[config.mk]
export PLATFORM = sky130hd
export DESIGN_NAME = mii_rx_deframer
export DESIGN_NICKNAME = d
export VERILOG_FILES = /design/src/rtl/mii_rx_deframer.sv
export SDC_FILE = /design/constraint.sdc
export NUM_CORES = 1
export LEC_CHECK = 0
export ABC_AREA = 1
export CAP_MARGIN = 20
export CORE_ASPECT_RATIO = 0.5
export CORE_MARGIN = 4
export CORE_UTILIZATION = 50
export DETAILED_ROUTE_END_ITERATION = 12
export PLACE_DENSITY_LB_ADDON = 0.15
export SKIP_LAST_GASP = 1
export SLEW_MARGIN = 20
export SYNTH_ARGS = -nofsm -noshare
export SYNTH_HDL_FRONTEND = slang
export SYNTH_SLANG_ARGS = --single-unit
[constraint.sdc]
create_clock -name clk -period 7.1 [get_ports clk]
set_clock_uncertainty 0.1 [all_clocks]
set_input_delay 0.71 -clock clk [delete_from_list [all_inputs] [get_ports clk]]
set_output_delay 0.71 -clock clk [all_outputs]
set_load 0.005 [all_outputs]
[src/rtl/mii_rx_deframer.sv]
// Receive-side MII deframer: strips start/preamble/SFD and terminate characters
// from 64-bit MII words, emitting a byte-enabled payload stream with frame counters.
module mii_rx_deframer #(
   parameter int DATA_WIDTH = 64,
   parameter int CTRL_WIDTH = 8,
   parameter int MAX_BYTES  = 1518
) (
   input  logic                  clk,
   input  logic                  i_rst,
   input  logic [DATA_WIDTH-1:0] i_rx_data,
   input  logic [CTRL_WIDTH-1:0] i_rx_ctrl,
   output logic [DATA_WIDTH-1:0] o_data,
   output logic [CTRL_WIDTH-1:0] o_keep,
   output logic                  o_valid,
   output logic                  o_last,
   output logic                  o_err,
   output logic [15:0]           o_frame_cnt,
   output logic [15:0]           o_err_cnt
);

   localparam int LW = $clog2(CTRL_WIDTH) + 1;

   localparam logic [1:0] S_IDLE = 2'd0;
   localparam logic [1:0] S_DATA = 2'd1;
   localparam logic [1:0] S_DROP = 2'd2;

   localparam logic [7:0] C_IDLE  = 8'h07;
   localparam logic [7:0] C_START = 8'hFB;
   localparam logic [7:0] C_TERM  = 8'hFD;
   localparam logic [7:0] C_PRE   = 8'h55;
   localparam logic [7:0] C_SFD   = 8'hD5;

   localparam logic [15:0]           MAX_CNT   = 16'(MAX_BYTES);
   localparam logic [CTRL_WIDTH-1:0] FULL_KEEP = '1;

   logic [1:0]            r_state;
   logic [DATA_WIDTH-1:0] r_hold_data;
   logic [CTRL_WIDTH-1:0] r_hold_keep;
   logic                  r_hold_valid;
   logic                  r_hold_final;
   logic [15:0]           r_byte_cnt;
   logic [DATA_WIDTH-1:0] r_o_data;
   logic [CTRL_WIDTH-1:0] r_o_keep;
   logic                  r_o_valid;
   logic                  r_o_last;
   logic                  r_o_err;
   logic [15:0]           r_frame_cnt;
   logic [15:0]           r_err_cnt;

   logic [LW-1:0]         w_first_lane;
   logic [7:0]            w_first_char;
   logic                  w_any_ctrl;
   logic                  w_any_term;
   logic                  w_all_idle;
   logic                  w_is_start;
   logic                  w_good_start;
   logic [DATA_WIDTH-1:0] w_part_data;
   logic [CTRL_WIDTH-1:0] w_part_keep;
   logic [15:0]           w_cnt_full;
   logic [15:0]           w_cnt_part;

   logic [1:0]            w_state_nxt;
   logic [DATA_WIDTH-1:0] w_hold_data_nxt;
   logic [CTRL_WIDTH-1:0] w_hold_keep_nxt;
   logic                  w_hold_valid_nxt;
   logic                  w_hold_final_nxt;
   logic [15:0]           w_cnt_nxt;
   logic                  w_out_valid;
   logic                  w_out_last;
   logic                  w_out_err;
   logic                  w_err_evt;
   logic                  w_abort;
   logic                  w_frame_inc;
   logic                  w_err_inc;

   // Character decode: lowest control lane wins, scanned from the top down.
   always_comb begin
      w_first_lane = LW'(CTRL_WIDTH);
      w_first_char = 8'h00;
      w_any_term   = 1'b0;
      w_all_idle   = 1'b1;
      w_good_start = (i_rx_ctrl[CTRL_WIDTH-1:1] == '0) &&
                     (i_rx_data[DATA_WIDTH-1 -: 8] == C_SFD);
      for (int j = CTRL_WIDTH - 1; j >= 0; j--) begin
         if (i_rx_ctrl[j]) begin
            w_first_lane = LW'(j);
            w_first_char = i_rx_data[8*j +: 8];
            if (i_rx_data[8*j +: 8] == C_TERM) w_any_term = 1'b1;
         end
         if (!(i_rx_ctrl[j] && (i_rx_data[8*j +: 8] == C_IDLE))) w_all_idle = 1'b0;
      end
      for (int j = 1; j < CTRL_WIDTH - 1; j++) begin
         if (i_rx_data[8*j +: 8] != C_PRE) w_good_start = 1'b0;
      end
      for (int j = 0; j < CTRL_WIDTH; j++) begin
         w_part_keep[j]       = (LW'(j) < w_first_lane);
         w_part_data[8*j +: 8] = w_part_keep[j] ? i_rx_data[8*j +: 8] : 8'h00;
      end
   end

   assign w_any_ctrl = |i_rx_ctrl;
   assign w_is_start = i_rx_ctrl[0] && (i_rx_data[7:0] == C_START);
   assign w_cnt_full = r_byte_cnt + 16'(CTRL_WIDTH);
   assign w_cnt_part = r_byte_cnt + 16'(w_first_lane);

   always_comb begin
      // NOTE: every signal gets a default before any branch so no latch is inferred.
      w_state_nxt      = r_state;
      w_hold_data_nxt  = r_hold_data;
      w_hold_keep_nxt  = r_hold_keep;
      w_hold_valid_nxt = r_hold_valid;
      w_hold_final_nxt = r_hold_final;
      w_cnt_nxt        = r_byte_cnt;
      w_out_valid      = 1'b0;
      w_out_last       = 1'b0;
      w_out_err        = 1'b0;
      w_err_evt        = 1'b0;
      w_abort          = 1'b0;

      // A partial word left by a terminate drains regardless of the new input.
      if (r_hold_valid && r_hold_final) begin
         w_out_valid      = 1'b1;
         w_out_last       = 1'b1;
         w_hold_valid_nxt = 1'b0;
         w_hold_final_nxt = 1'b0;
      end

      case (r_state)
         S_IDLE: begin
            if (w_is_start) begin
               if (w_good_start) begin
                  w_state_nxt = S_DATA;
                  w_cnt_nxt   = '0;
               end else begin
                  w_state_nxt = S_DROP;
                  w_err_evt   = 1'b1;
               end
            end
         end
         S_DATA: begin
            if (!w_any_ctrl) begin
               if (w_cnt_full > MAX_CNT) begin
                  w_abort = 1'b1;
               end else begin
                  w_out_valid      = r_hold_valid;
                  w_hold_valid_nxt = 1'b1;
                  w_hold_data_nxt  = i_rx_data;
                  w_hold_keep_nxt  = FULL_KEEP;
                  w_cnt_nxt        = w_cnt_full;
               end
            end else if (w_first_char == C_TERM) begin
               if (w_cnt_part > MAX_CNT) begin
                  w_abort = 1'b1;
               end else if (w_first_lane == '0) begin
                  w_state_nxt      = S_IDLE;
                  w_hold_valid_nxt = 1'b0;
                  w_out_valid      = r_hold_valid;
                  w_out_last       = r_hold_valid;
                  w_err_evt        = !r_hold_valid;
               end else begin
                  w_state_nxt      = S_IDLE;
                  w_out_valid      = r_hold_valid;
                  w_hold_valid_nxt = 1'b1;
                  w_hold_final_nxt = 1'b1;
                  w_hold_data_nxt  = w_part_data;
                  w_hold_keep_nxt  = w_part_keep;
                  w_cnt_nxt        = w_cnt_part;
               end
            end else begin
               w_abort = 1'b1;
            end

            if (w_abort) begin
               w_state_nxt      = S_DROP;
               w_hold_valid_nxt = 1'b0;
               w_out_valid      = r_hold_valid;
               w_out_last       = r_hold_valid;
               w_out_err        = r_hold_valid;
               w_err_evt        = !r_hold_valid;
            end
         end
         S_DROP: begin
            if (w_any_term || w_all_idle) w_state_nxt = S_IDLE;
         end
         default: w_state_nxt = S_IDLE;
      endcase
   end

   assign w_frame_inc = w_out_valid && w_out_last && !w_out_err;
   assign w_err_inc   = (w_out_valid && w_out_last && w_out_err) || w_err_evt;

   always_ff @(posedge clk or posedge i_rst) begin
      if (i_rst) begin
         r_state      <= S_IDLE;
         r_hold_data  <= '0;
         r_hold_keep  <= '0;
         r_hold_valid <= 1'b0;
         r_hold_final <= 1'b0;
         r_byte_cnt   <= '0;
         r_o_data     <= '0;
         r_o_keep     <= '0;
         r_o_valid    <= 1'b0;
         r_o_last     <= 1'b0;
         r_o_err      <= 1'b0;
         r_frame_cnt  <= '0;
         r_err_cnt    <= '0;
      end else begin
         // NOTE: non-blocking assignments so every register samples pre-edge values.
         r_state      <= w_state_nxt;
         r_hold_data  <= w_hold_data_nxt;
         r_hold_keep  <= w_hold_keep_nxt;
         r_hold_valid <= w_hold_valid_nxt;
         r_hold_final <= w_hold_final_nxt;
         r_byte_cnt   <= w_cnt_nxt;
         r_o_data     <= w_out_valid ? r_hold_data : '0;
         r_o_keep     <= w_out_valid ? r_hold_keep : '0;
         r_o_valid    <= w_out_valid;
         r_o_last     <= w_out_last;
         r_o_err      <= w_out_err;
         if (w_frame_inc && (r_frame_cnt != 16'hFFFF)) r_frame_cnt <= r_frame_cnt + 16'd1;
         if (w_err_inc && (r_err_cnt != 16'hFFFF))     r_err_cnt   <= r_err_cnt + 16'd1;
      end
   end

   assign o_data      = r_o_data;
   assign o_keep      = r_o_keep;
   assign o_valid     = r_o_valid;
   assign o_last      = r_o_last;
   assign o_err       = r_o_err;
   assign o_frame_cnt = r_frame_cnt;
   assign o_err_cnt   = r_err_cnt;

endmodule

[Yosys cells after proc, flatten, opt, wreduce, memory -nomap -nowiden]
Index checks and enable logic that the tools add are counted.
Storage, ports and cells
  output and inout bits: 107
  bits of input ports: 74
  register bits: 199
Cells by class
  reduce and logical (&&, ||, !) cells: 28
  equality and inequality tests: 43
  add/subtract/negate cells: 4
  multiplexer cells: 124
  $lt $le $gt $ge: 10
Operators with widths (count)
  2-to-1 mux 64 bit: 6
  2-to-1 mux 8 bit: 22
  2-to-1 mux 16 bit: 7
  == test 8 bit, second input constant: 11
  2-to-1 mux 1 bit: 71
  == test 8 x 3 -> 1 bit, second input constant: 8
  != test 8 x 7 -> 1 bit, second input constant: 6
  adder 16 x 1 -> 16 bit, second input constant: 2
  greater-than comparator 16 x 11 -> 1 bit, second input constant: 2
  2-to-1 mux 4 bit: 8
  != test 16 bit, second input constant: 2
  case mux 16 bit (2 select lines): 1
  != test 3 bit, second input constant: 7
  adder 16 x 4 -> 16 bit: 1
  adder 16 x 4 -> 16 bit, second input constant: 1
  logical AND 1 bit: 16
  less-than comparator 3 x 4 -> 1 bit, first input constant: 4
  2-to-1 mux 2 bit: 7
  != test 2 bit, second input constant: 6
  AND reduction 5 bit: 2
  less-than comparator 1 x 4 -> 1 bit, first input constant: 2
  less-than comparator 2 x 4 -> 1 bit, first input constant: 2
  OR reduction 8 bit: 1
  logical NOT 7 bit: 1
  11 further kinds: 13

[Logic depth before layout (Yosys ltp)]
  word-level depth: 20
  depth in mapped cells: 28

[Worst setup path after synthesis]
No wires, ideal clock.
  path kind: input to register
  start point: in i_rx_ctrl[7]
  end point: reg r_hold_data[32]
  arrival time: 3.467 ns
  required time: 6.881 ns
  path buffers: 2
  cell stages on the path: 25
  setup slack: 3.414 ns
  cell sequence: buf_2 > inv_1 > nor2_1 > o21ai_0 > a21oi_1 > o21ai_0 > inv_1 > ha_1 > fa_1 > nand2_1 > nand2_1 > nand2_1 > xor2_1 > nand2_1 > nor2_1 > nand2_1 > clkinv_1 > nand3_1 > nand2_2 > nand2_2 > nor2_4 > inv_2 > buf_2 > nand2_1 > nand2_1
Between the ends
  word-level cells in the longest chain between the ends: 14
RTL lines
  start, declared: RTL line 11  | input logic [CTRL_WIDTH-1:0] i_rx_ctrl,
  parallel branches: the longest is 14 deep, another holds adder 16 x 4 -> 16 bit
  end signal, assigned: RTL line 210  | r_hold_data <= w_hold_data_nxt;
  end, declared: RTL line 37  | logic [DATA_WIDTH-1:0] r_hold_data;
Several ways; the timed one is not identified. The select of a mux whose other input is x is not followed.
A chain may end at the register's enable or synchronous reset.

[Final worst setup path]
  start point: in i_rx_ctrl[0]
  end point: reg r_err_cnt[3] (netlist: o_err_cnt[3])
Between the ends
  word-level cells in the longest chain between the ends: 13
RTL lines
  2-to-1 mux 4 bit: RTL line 85  | if (i_rx_ctrl[j]) begin
  adder 16 x 4 -> 16 bit: RTL line 104  | assign w_cnt_part = r_byte_cnt + 16'(w_first_lane);
  greater-than comparator 16 x 11 -> 1 bit: RTL line 152  | if (w_cnt_part > MAX_CNT) begin
  2-to-1 mux 1 bit: RTL line 152
  2-to-1 mux 1 bit: RTL line 151  | end else if (w_first_char == C_TERM) begin
  2-to-1 mux 1 bit: RTL line 141  | if (!w_any_ctrl) begin
  2-to-1 mux 1 bit: RTL line 128  | case (r_state)
  2-to-1 mux 1 bit: RTL line 173  | if (w_abort) begin
  2-to-1 mux 1 bit: RTL line 128
  logical AND 1 bit (2 in a row): RTL line 190  | assign w_err_inc = (w_out_valid && w_out_last && w_out_err) || w_err_evt;
  logical OR 1 bit (*): RTL line 190
  logical AND 1 bit (*): RTL line 221  | if (w_err_inc && (r_err_cnt != 16'hFFFF)) r_err_cnt <= r_err_cnt + 16'd1;
  end signal, assigned: RTL line 221
  end, declared: RTL line 48  | logic [15:0] r_err_cnt;
Every way passes the cells marked *; elsewhere a longest branch is shown, timed or not. The select of a mux whose other input is x is not followed.

==> metrics.log <==
[metrics] outcome: complete, no violations
[metrics] Layout Cell Area excl Fill: 12,470 um^2
[metrics] hold-fix buffers at CTS: 0
[metrics] per-cell via count in the routed design: 5.332
[metrics] syn_nets: 1,335
[metrics] gr ovfl total: 0
[metrics] count of nets after finishing: 1,504
[metrics] class of the most critical setup path: in2reg
[metrics] synthesis-to-layout area growth: 26.65%
[metrics] row cnt: 35
[metrics] largest delay contributor family on the critical path: simple AND/OR/NAND/NOR gates
[metrics] post-synthesis sequential area ratio: 50.57%
[metrics] number of placed instances, taps included: 1,661
[metrics] worst ir drop on vdd: 173.0 uV
[metrics] Via Count: 9,027
[metrics] Clock Latency Late Sink: 0.44 ns
[metrics] leakage: 6.037 nW
[metrics] setup slack on the worst flop-to-flop path: 3.29 ns
[metrics] unique cell type count in the Yosys netlist: 44
[metrics] Data arrival, critical path: 5.63 ns
[metrics] area taken by flip-flops and latches: 4980 um^2
[metrics] headroom to the max-slew limit: 32.10%
[metrics] Critical Path Max Stage Delay: 0.72 ns
[metrics] # fillers: 1,582
[metrics] share of the synthesized area in the top cell type: 50.57%
[metrics] power dissipated by switching net loads: 0.0006385 W
[metrics] endpoint type of the worst setup path: flip-flop
[metrics] height of the die: 107.2 um
[metrics] count of H-tree levels built during CTS: 4
[metrics] total half-perimeter wirelength after legalization and detailed placement: 21,710 um
[metrics] hold depth: 2
[metrics] average cell area after synthesis: 7.866 um^2
[metrics] buffers inserted by post-CTS timing repair: 0
[metrics] beginning of the worst hold path: r_hold_keep[0]
[metrics] cells along the critical path: clkdlybuf4s50_1 -> nor2_1 -> inv_2 -> nor2_2 -> inv_2 -> nor2_2 -> ha_1 -> nand2_1 -> inv_1 -> a21boi_0 -> nand2_1 -> nand3_1 -> nand2_1 -> nor2_1 -> nand2_1 -> clkinv_1 -> nand3_1 -> nand3_2 -> nand3_1 -> nand2_1 -> nand2_1 -> nand2_1
[metrics] number of remaining DRC errors: 0
[metrics] pin count of the biggest net entering global routing: 128
[metrics] count of flip-flops with a built-in enable after synthesis: 0
[metrics] first-pass iteration count of the detailed router: 6
[metrics] antenna-violating nets left: 0
[metrics] number of sinks driven by the clock tree: 199
[metrics] library cell with the largest summed area after synthesis: sky130_fd_sc_hd__dfrtp_1
[metrics] Max FO, Critical Path: 23
[metrics] cell with the most instances on the worst path: sky130_fd_sc_hd__nand2_1
[metrics] post-synthesis instance area: 9848 um^2
[metrics] most frequently used flop master after synthesis: sky130_fd_sc_hd__dfrtp_1
[metrics] main area contributors after synthesis: sky130_fd_sc_hd__dfrtp_1 51%, sky130_fd_sc_hd__nand2_1 13%, sky130_fd_sc_hd__inv_1 6.4%, sky130_fd_sc_hd__nand3_1 6.3%, sky130_fd_sc_hd__nor2_1 5.0%
[metrics] Multi-input gate area: 4031 um^2
[metrics] global-route usage over all layers: 26.92%
[metrics] total buffers and inverters traversed by the critical path: 5
[metrics] gate count of the mapped netlist: 1,252
[metrics] share of total power in sequential cells: 49.2%
[metrics] share of cells above drive strength 1: 4.463%
[metrics] Internal Dissipation: 0.001686 W
[metrics] CTS tree: yes
[metrics] clock period minus final worst setup slack: 5.354 ns
[metrics] number of global-route vias before repair: 8,561
[metrics] master cell of the clock root buffer: sky130_fd_sc_hd__clkbuf_16
[metrics] final hold slack: 0.3684 ns
[metrics] capture endpoint of the worst hold path: r_hold_keep[0]
[metrics] fraction of power consumed by the clock network: 43.8%
[metrics] chip width: 206.5 um
[metrics] total of flip-flops plus latches after synthesis: 199
[metrics] starting density of the core: 52.18%
[metrics] sum of negative setup slack: 0 ns
[metrics] Placer Congestion: 0.9780
[metrics] Std-Cell Core Area: 18,870 um^2
[metrics] yosys warns: 0
[metrics] HP Class: reg2reg
[metrics] switching portion of total power: 27.47%
[metrics] CTS Buffer Depth: 2
[metrics] number of input and output port buffers inserted: 180
[metrics] Peak Freq: 186.8 MHz
[metrics] final slew viol count: 0
[metrics] part of the total power dissipated in combinational logic: 7.0%
[metrics] total clock buffers created by CTS: 17
[metrics] R2R Path Start: r_byte_cnt[0]
[metrics] post-DR wirelength/cell: 17.38 um
[metrics] number of max-cap violations: 0
[metrics] final-report hold violation count: 0
[metrics] most frequent cell after synthesis: sky130_fd_sc_hd__nand2_1
[metrics] wire length of the first global-routing pass: 46,680 um
[metrics] actual transition at the worst max-transition pin: 1.018 ns
[metrics] Cell Area, Placed: 11,840 um^2
[metrics] CTS-repair resized insts: 0
[metrics] slowest CP cell: sky130_fd_sc_hd__nand3_1
[metrics] final WL: 29,430 um
[metrics] PD cells: 186.4 nW/um^2
[metrics] Antenna Cells: 0
[metrics] worst-case reg-to-reg path depth: 16
[metrics] area of the die: 22,140 um^2
[metrics] number of setup violations in the final report: 0
[metrics] count of boundary I/O pins: 181
[metrics] filler-free cell count of the finished design: 1,693
[metrics] initial detailed-routing violation count: 968
[metrics] unrepaired setup endpoints after global routing: false
[metrics] WP data required: 7.37 ns
[metrics] fin crit share: 75.41%
[metrics] critical path startpoint category: primary input
[metrics] clock slew at the register clock pins of the worst setup and hold paths: 0.09 ns
[metrics] most frequent cells after synthesis: 352 x sky130_fd_sc_hd__nand2_1, 199 x sky130_fd_sc_hd__dfrtp_1, 167 x sky130_fd_sc_hd__inv_1
[metrics] antenna violations before repair: 0
[metrics] Reg-to-Reg End: o_err_cnt[3]
[metrics] fraction of registers with async set/reset: 100.0%
logic make-up after synthesis:
group | after synthesis | synth area share [%]
AO/OA/AOI/OAI | 89 | 5.158
XOR/XNOR | 38 | 3.380
adder cells (fa/ha/maj) | 9 | 1.220
buffers and inverters | 211 | 8.614
flip-flops | 199 | 50.57
AND/OR/NAND/NOR | 706 | 31.06
worst register-to-register path: stages (launching register included):
cell and delay (ns):
sky130_fd_sc_hd__dfrtp_1 0.41, sky130_fd_sc_hd__ha_1 0.25, sky130_fd_sc_hd__fa_1 0.45, sky130_fd_sc_hd__nand2_1 0.14, sky130_fd_sc_hd__nand2_1 0.10, sky130_fd_sc_hd__nand2_1 0.09, sky130_fd_sc_hd__xor2_1 0.14, sky130_fd_sc_hd__nand2_1 0.06
sky130_fd_sc_hd__nor2_1 0.08, sky130_fd_sc_hd__nand2_1 0.10, sky130_fd_sc_hd__clkinv_1 0.07, sky130_fd_sc_hd__nand3_1 0.16, sky130_fd_sc_hd__nand3_2 0.15, sky130_fd_sc_hd__nand3_1 0.72, sky130_fd_sc_hd__nand2_1 0.59, sky130_fd_sc_hd__nand2_1 0.09
sky130_fd_sc_hd__nand2_1 0.07
per-layer routing:
metal | global-route usage [%] | routed length, um | up-vias
li1 | - | - | 4311
met1 | 38.95 | 13120 | 4301
met2 | 43.31 | 13870 | 372
met3 | 4.322 | 2079 | 43
met4 | 5.455 | 355 | 0
met5 | 0 | 0 | -
through the flow:
stage	worst slack (ns)	utilization, %	power [W]
5_1_grt	1.173	66.09	0.002407
4_1_cts	1.839	66.09	0.002341
3_5_place_dp	1.480	62.72	0.001325
6_report	1.746	66.09	0.002324
3_3_place_gp	1.586	62.72	0.001326
2_1_floorplan	0.8643	-	0.001235
registers in the layout, indices dropped and copies added (netlist names):
register / cells
o_data: 64
r_hold_data: 64
o_err_cnt: 16
o_frame_cnt: 16
r_byte_cnt: 16
o_keep: 8
r_hold_keep: 8
r_state: 2
o_err: 1
o_last: 1
o_valid: 1
r_hold_final: 1
r_hold_valid: 1
how the worst max path moves through the flow:
stage | from | endpoint | cells after the start
after floorplan | i_rst | o_data[0] | 1
after global placement | i_rx_ctrl[0] | o_err_cnt[14] | 23
after detailed placement | i_rx_ctrl[0] | o_err_cnt[10] | 23
after CTS | i_rx_ctrl[0] | o_err_cnt[3] | 23
after global routing | i_rx_ctrl[0] | o_err_cnt[4] | 22
final | i_rx_ctrl[0] | o_err_cnt[3] | 22
placed cells by master, fill, tap and decap left out, types with 2 or more instances in the layout:
cell type and n:
sky130_fd_sc_hd__buf_4 4, sky130_fd_sc_hd__inv_2 7, sky130_fd_sc_hd__nand2_1 352, sky130_fd_sc_hd__nand3b_1 9, sky130_fd_sc_hd__o211ai_1 2, sky130_fd_sc_hd__nor3_1 23, sky130_fd_sc_hd__clkbuf_16 17, sky130_fd_sc_hd__a21boi_0 3
sky130_fd_sc_hd__inv_8 4, sky130_fd_sc_hd__inv_1 166, sky130_fd_sc_hd__o21ai_0 38, sky130_fd_sc_hd__nand4_1 26, sky130_fd_sc_hd__o31ai_1 6, sky130_fd_sc_hd__clkinv_1 3, sky130_fd_sc_hd__or3b_2 2, sky130_fd_sc_hd__nor2_1 132
sky130_fd_sc_hd__dfrtp_1 199, sky130_fd_sc_hd__o22ai_1 12, sky130_fd_sc_hd__nand2_2 5, sky130_fd_sc_hd__ha_1 8, sky130_fd_sc_hd__clkinv_8 7, sky130_fd_sc_hd__nand3_2 2, sky130_fd_sc_hd__nor4_1 18, sky130_fd_sc_hd__a21oi_1 17
sky130_fd_sc_hd__inv_6 2, sky130_fd_sc_hd__xnor2_1 7, sky130_fd_sc_hd__xor2_1 31, sky130_fd_sc_hd__nand3_1 123, sky130_fd_sc_hd__o21ai_1 3, sky130_fd_sc_hd__nor2_2 6, sky130_fd_sc_hd__clkdlybuf4s50_1 180, sky130_fd_sc_hd__or2_2 2
power groups by stage:
stage / Clock (W) / Combinational (W) / Sequential, W
2_1_floorplan: 0 / 0.0000715 / 0.00116
3_3_place_gp: 0 / 0.000161 / 0.00117
3_5_place_dp: 0 / 0.000160 / 0.00116
4_1_cts: 0.00104 / 0.000161 / 0.00114
5_1_grt: 0.00109 / 0.000177 / 0.00114
6_report: 0.00102 / 0.000163 / 0.00114
layout make-up:
cell class / count / share of cell area (%)
Sequential cell: 199 / 39.92
Multi-Input combinational cell: 842 / 32.32
Timing Repair Buffer: 184 / 14.69
Inverter: 177 / 5.387
Clock buffer: 17 / 3.411
Tap cell: 259 / 2.598
Clock inverter: 15 / 1.675
(Power assumes the default switching activity.)
